File: src/rtl/puf_auth_ctrl.sv
// Challenge-issuing and verification controller for a ring-oscillator PUF.
// Latches a challenge and enrolled response, clears the PUF counters, runs
// the oscillators for a fixed window, freezes them, captures the count and
// reports the Hamming distance to the enrolled value with a pass verdict.
//
// state   | meaning
// --------+------------------------------------------------------------
// IDLE    | waiting for start; results and challenge hold
// CLR     | puf_reset high for 2 cycles to clear the PUF counters
// RUN     | puf_en high for WINDOW cycles
// HOLD    | oscillators frozen for 2 cycles while the response settles
// CAPTURE | single sample of puf_response into resp_q
// EVAL    | compute distance/verdict, update results and pulse done
module puf_auth_ctrl #(
  parameter int WINDOW = 255,
  parameter int THRESH = 2
) (
  input  logic       clk,
  input  logic       reset,
  input  logic       start,
  input  logic [9:0] chal_in,
  input  logic [7:0] exp_resp,
  output logic       puf_en,
  output logic       puf_reset,
  output logic [9:0] puf_challenge,
  input  logic [7:0] puf_response,
  output logic       busy,
  output logic       done,
  output logic       pass,
  output logic [3:0] hd,
  output logic [7:0] resp_out
);

  typedef enum logic [2:0] {
    IDLE    = 3'd0,
    CLR     = 3'd1,
    RUN     = 3'd2,
    HOLD    = 3'd3,
    CAPTURE = 3'd4,
    EVAL    = 3'd5
  } state_t;

  // Counter reload values are "cycles in state minus one"; the state exits
  // on the edge where the counter reads zero.
  localparam logic [15:0] CLR_LOAD  = 16'd1;
  localparam logic [15:0] RUN_LOAD  = 16'(WINDOW - 1);
  localparam logic [15:0] HOLD_LOAD = 16'd1;
  localparam logic [3:0]  THRESH_L  = 4'(THRESH);

  state_t      state_q, state_d;
  logic [15:0] cnt_q, cnt_d;
  logic [7:0]  exp_q;
  logic [7:0]  resp_q;
  logic        accept;
  logic        capture_en;
  logic        eval_en;
  logic [3:0]  hd_calc;

  function automatic logic [3:0] popcount8(input logic [7:0] v);
    logic [3:0] n;
    n = 4'd0;
    for (int i = 0; i < 8; i++) begin
      n = n + {3'd0, v[i]};
    end
    return n;
  endfunction

  // State register and window down-counter.
  always_ff @(posedge clk or posedge reset) begin
    if (reset) begin
      state_q <= IDLE;
      cnt_q   <= 16'd0;
    end else begin
      state_q <= state_d;
      cnt_q   <= cnt_d;
    end
  end

  // Next-state, counter reload and per-state strobes.
  always_comb begin
    state_d    = state_q;
    cnt_d      = cnt_q;
    accept     = 1'b0;
    capture_en = 1'b0;
    eval_en    = 1'b0;
    unique case (state_q)
      IDLE: begin
        if (start) begin
          accept  = 1'b1;
          state_d = CLR;
          cnt_d   = CLR_LOAD;
        end
      end
      CLR: begin
        if (cnt_q == 16'd0) begin
          state_d = RUN;
          cnt_d   = RUN_LOAD;
        end else begin
          cnt_d = cnt_q - 16'd1;
        end
      end
      RUN: begin
        if (cnt_q == 16'd0) begin
          state_d = HOLD;
          cnt_d   = HOLD_LOAD;
        end else begin
          cnt_d = cnt_q - 16'd1;
        end
      end
      HOLD: begin
        if (cnt_q == 16'd0) begin
          state_d = CAPTURE;
          cnt_d   = 16'd0;
        end else begin
          cnt_d = cnt_q - 16'd1;
        end
      end
      CAPTURE: begin
        capture_en = 1'b1;
        state_d    = EVAL;
      end
      EVAL: begin
        eval_en = 1'b1;
        state_d = IDLE;
      end
      default: begin
        state_d = IDLE;
        cnt_d   = 16'd0;
      end
    endcase
  end

  // Challenge and enrolled response are only taken on an accepted start.
  always_ff @(posedge clk or posedge reset) begin
    if (reset) begin
      puf_challenge <= 10'd0;
      exp_q         <= 8'd0;
    end else if (accept) begin
      puf_challenge <= chal_in;
      exp_q         <= exp_resp;
    end
  end

  // Single sample of the response; the PUF is frozen here so no synchronizer.
  always_ff @(posedge clk or posedge reset) begin
    if (reset) begin
      resp_q <= 8'd0;
    end else if (capture_en) begin
      resp_q <= puf_response;
    end
  end

  // Distance to the enrolled value from the captured sample.
  always_comb begin
    hd_calc = popcount8(resp_q ^ exp_q);
  end

  // Result registers update together with the one-cycle done pulse.
  always_ff @(posedge clk or posedge reset) begin
    if (reset) begin
      done     <= 1'b0;
      pass     <= 1'b0;
      hd       <= 4'd0;
      resp_out <= 8'd0;
    end else begin
      done <= eval_en;
      if (eval_en) begin
        hd       <= hd_calc;
        pass     <= (hd_calc <= THRESH_L);
        resp_out <= resp_q;
      end
    end
  end

  // Decoded from the state register so puf_en drops as soon as reset clears it.
  always_comb begin
    puf_en    = (state_q == RUN);
    puf_reset = reset | (state_q == CLR);
    busy      = (state_q != IDLE);
  end

endmodule
File: config.mk
export PLATFORM = sky130hd
export DESIGN_NAME = puf_auth_ctrl
export DESIGN_NICKNAME = d
export VERILOG_FILES = /design/src/rtl/puf_auth_ctrl.sv
export SDC_FILE = /design/constraint.sdc
export NUM_CORES = 1
export LEC_CHECK = 0
export CORE_UTILIZATION = 52
export DETAILED_ROUTE_END_ITERATION = 8
export PLACE_DENSITY = 0.8
export SETUP_SLACK_MARGIN = 0.3
export SLEW_MARGIN = 20
export SYNTH_ARGS = -nofsm -noshare
export SYNTH_HDL_FRONTEND = slang
export SYNTH_SLANG_ARGS = --single-unit
export TNS_END_PERCENT = 100
File: constraint.sdc
create_clock -name clk -period 3.61 [get_ports clk]
set_input_delay 0.361 -clock clk [delete_from_list [all_inputs] [get_ports clk]]
set_output_delay 0.361 -clock clk [all_outputs]
set_load 0.02 [all_outputs]
==> impl_metrics.json <==
{
  "max_cap_viol_count": 0,
  "cpMaxStageDelayCell": "fa_1",
  "synth_fp_nets": 298,
  "worstPathArrival_ns": 3.55,
  "final_cells": 392,
  "power_density_nw_per_um2": 326,
  "clk_pin_slew_ns": 0.07,
  "irDropWorstVdd_v": 0.000244,
  "cts_tree": "yes",
  "cp_data_required_time_ns": 3.87,
  "nFillCells": 410,
  "final_core_util_pct": 68.1,
  "setup_viol": 0,
  "dpl.cell_count": 374,
  "yosysTopAreaCellShare_pct": 49.8,
  "ys.flop_type": "dfrtp_1",
  "ys_ff_latch": 59,
  "fin_area_sq_um": 3750,
  "holdPathStages": 2,
  "cp-start-kind": "flip-flop",
  "post-route-min-period_ns": 3.29,
  "drc_errors": 0,
  "cts-hold-fix-buffers": 0,
  "grtUsageTotal_pct": 22.7,
  "numCtsBuffers": 9,
  "outcome": "completed",
  "yosys_warnings": 0,
  "die_w_um": 77.5,
  "hold_viol": 0,
  "via_count": 2256,
  "place_hpwl_um": 4290,
  "clock-root-buffer": "clkbuf_8",
  "maxSlewHeadroom_pct": 37.2,
  "synth_seq_area_share_pct": 49.8,
  "syn_to_final_growth_pct": 26.6,
  "first_pass_iters": 4,
  "antenna_found_initial": 0,
  "wirelength_um": 6250,
  "wl_per_cell_um": 15.9,
  "grt_overflow_total": 0,
  "finalClockSkew_ns": 0.00654,
  "r2r_setup_slack_ns": 0.32,
  "io_pins": 56,
  "r2r_cells": 12,
  "drt-vias-per-instance": 5.76,
  "finalCritPeriodShare_pct": 91.0,
  "synth.cell_area_sq_um": 2960,
  "worstHoldStart": "pass",
  "leakage_nw": 1.69,
  "netlist_instances": 260,
  "synth_cell_type_count": 48,
  "multi_input_area_sq_um": 1380,
  "synthTopCellsByCount": "dfrtp_1 (59), mux2_2 (34), nand2_1 (18), inv_1 (15), o21ai_0 (15)",
  "grt_max_degree": 60,
  "cp_slowest_stage_delay_ns": 0.58,
  "core-area_sq_um": 5510,
  "clockBufferDepth": 2,
  "synthArstFlopShare_pct": 100,
  "cp_cell_sequence": "xor2_2 -> fa_1 -> fa_1 -> inv_2 -> fa_1 -> inv_1 -> ha_2 -> inv_2 -> fa_2 -> and3b_1 -> o22ai_2 -> o21ai_1",
  "fmax_mhz": 304,
  "synth_edf_count": 0,
  "final-seq-area_sq_um": 1480,
  "first_global_vias": 2143,
  "final-max-slew-violation-count": 0,
  "tightestPinTransition_ns": 0.939,
  "path_class": "reg2reg",
  "hold_path.class": "reg2reg",
  "worstSkewPairLatency_ns": 0.34,
  "fin_tns_setup_ns": 0,
  "reg2reg_to": "pass",
  "yosysTopAreaCell": "dfrtp_1",
  "postSynthAreaPerCell_sq_um": 11.4,
  "crit_path_end_kind": "flip-flop",
  "crit_top_cell": "fa_1",
  "port_buffers": 55,
  "ant_nets": 0,
  "grt_first_pass_wirelength_um": 10300,
  "gp_congestion": 0.815,
  "rows": 27,
  "ys_top_cells_by_area": "dfrtp_1 (50%), mux2_2 (13%), fa_1 (2.7%)",
  "fin_nets": 354,
  "start_util_pct": 53.8,
  "dpl_cell_area_sq_um": 3540,
  "rsz0062_at_grt": "true",
  "drive_gt1_share_pct": 20.9,
  "cts.sinks": 59,
  "num_antenna_cells": 0,
  "yosysMostFrequentCell": "dfrtp_1",
  "drt-initial-drc-count": 116,
  "min_to": "pass",
  "dieHeight_um": 77.5,
  "r2r-start": "resp_q[1]",
  "htreeDepth": 3,
  "path_max_fanout": 3,
  "dieArea_sq_um": 6010
}
-- worst max-delay path: cells and delay by family (launching register included) --
kind            cells  cell delay, ns
simple gates        1            0.23
xor+xnor            1            0.21
compound gates      2            0.19
buf+inv             3            0.15
flops               1            0.42
fa+ha+maj           5            2.00
-- power breakdown --
part | leakage, nW | internal [mW] | switching (mW) | total (mW)
Clock | 0.0839 | 0.259 | 0.257 | 0.516
Sequential | 0.757 | 0.661 | 0 | 0.661
Combinational | 0.850 | 0.0273 | 0.0177 | 0.0450
-- repair_timing --
action,4_1_cts,5_1_grt
setup endpoints to repair,2,3
gates resized for setup,7,0
pin swaps,6,4
setup buffers,1,2
-- per-layer routing --
layer	vias up	GRT usage, %	share of wire [%]
li1	1053	-	-
met1	1118	30.3	44
met2	69	34.7	49
met3	16	4.59	5.1
met4	0	12.6	2.6
met5	-	0	0
-- per-stage QoR --
| stage | total power, mW | setup WS, ns | hold WS (ns) |
|---|---|---|---|
| 6_report | 1.22 | 0.323 | 0.498 |
| 5_1_grt | 1.27 | 0.171 | 0.507 |
| 4_1_cts | 1.24 | 0.326 | 0.494 |
| 3_5_place_dp | 0.719 | 0.177 | 0.481 |
| 3_3_place_gp | 0.719 | 0.293 | 0.462 |
| 2_1_floorplan | 0.683 | 0.391 | 0.446 |
-- final cells by class --
type	instances	share of cell area, %
Multi-Input combinational cell	172	36.8
Clock inverter	5	0.800
Sequential cell	59	39.3
Clock buffer	10	3.67
Inverter	15	1.50
Timing Repair Buffer	59	15.5
Tap cell	72	2.40
-- placed cells by master, fill, tap and decap left out, drive strengths merged, types with 2 or more instances in the layout --
cell and n:
nor3 4, xor2 7, ha 5, o311ai 2
o31ai 3, xnor2 2, nand4 4, or3 4
fa 4, inv 15, o22ai 2, a21oi 4
clkinv 3, nand2 18, o31a 2, o21ai 15
and3 3, mux2 34, buf 4, or4 3
dfrtp 59, clkinvlp 2, clkdlybuf4s50 55, mux2i 2
a31oi 7, o21bai 2, o211ai 6, nand3 7
nor2 8, nor2b 5, clkbuf 10, nor4 6
-- state kept, by name (all words and copies together) (netlist names) --
| signal | flops |
|---|---|
| pass | 1 |
| done | 1 |
| puf_challenge | 10 |
| exp_q | 8 |
| hd | 4 |
| cnt_q | 16 |
| state_q | 3 |
| resp_out | 8 |
| resp_q | 8 |
-- worst max path at each step --
| stage | to | cells past startpoint | startpoint |
|---|---|---|---|
| 2_1_floorplan | pass | 11 | resp_q[0] |
| 3_3_place_gp | pass | 11 | resp_q[1] |
| 3_5_place_dp | pass | 11 | resp_q[1] |
| 4_1_cts | pass | 12 | exp_q[1] |
| 5_1_grt | pass | 12 | resp_q[1] |
| 6_report | pass | 12 | resp_q[1] |
-- logic make-up (layout without fill, tap and decap cells) --
logic type	after synthesis	in the layout	synth area share (%)
buffers and inverters	29	89	4.22
AOI/OAI and AO/OA	51	51	11.6
muxes	36	36	13.6
DFF	59	59	49.8
and+or+nand+nor	67	67	13.3
adders and majority gates	9	9	4.81
xor gates and xnor gates	9	9	2.66
Note: power is estimated with default switching activity, not from simulation.
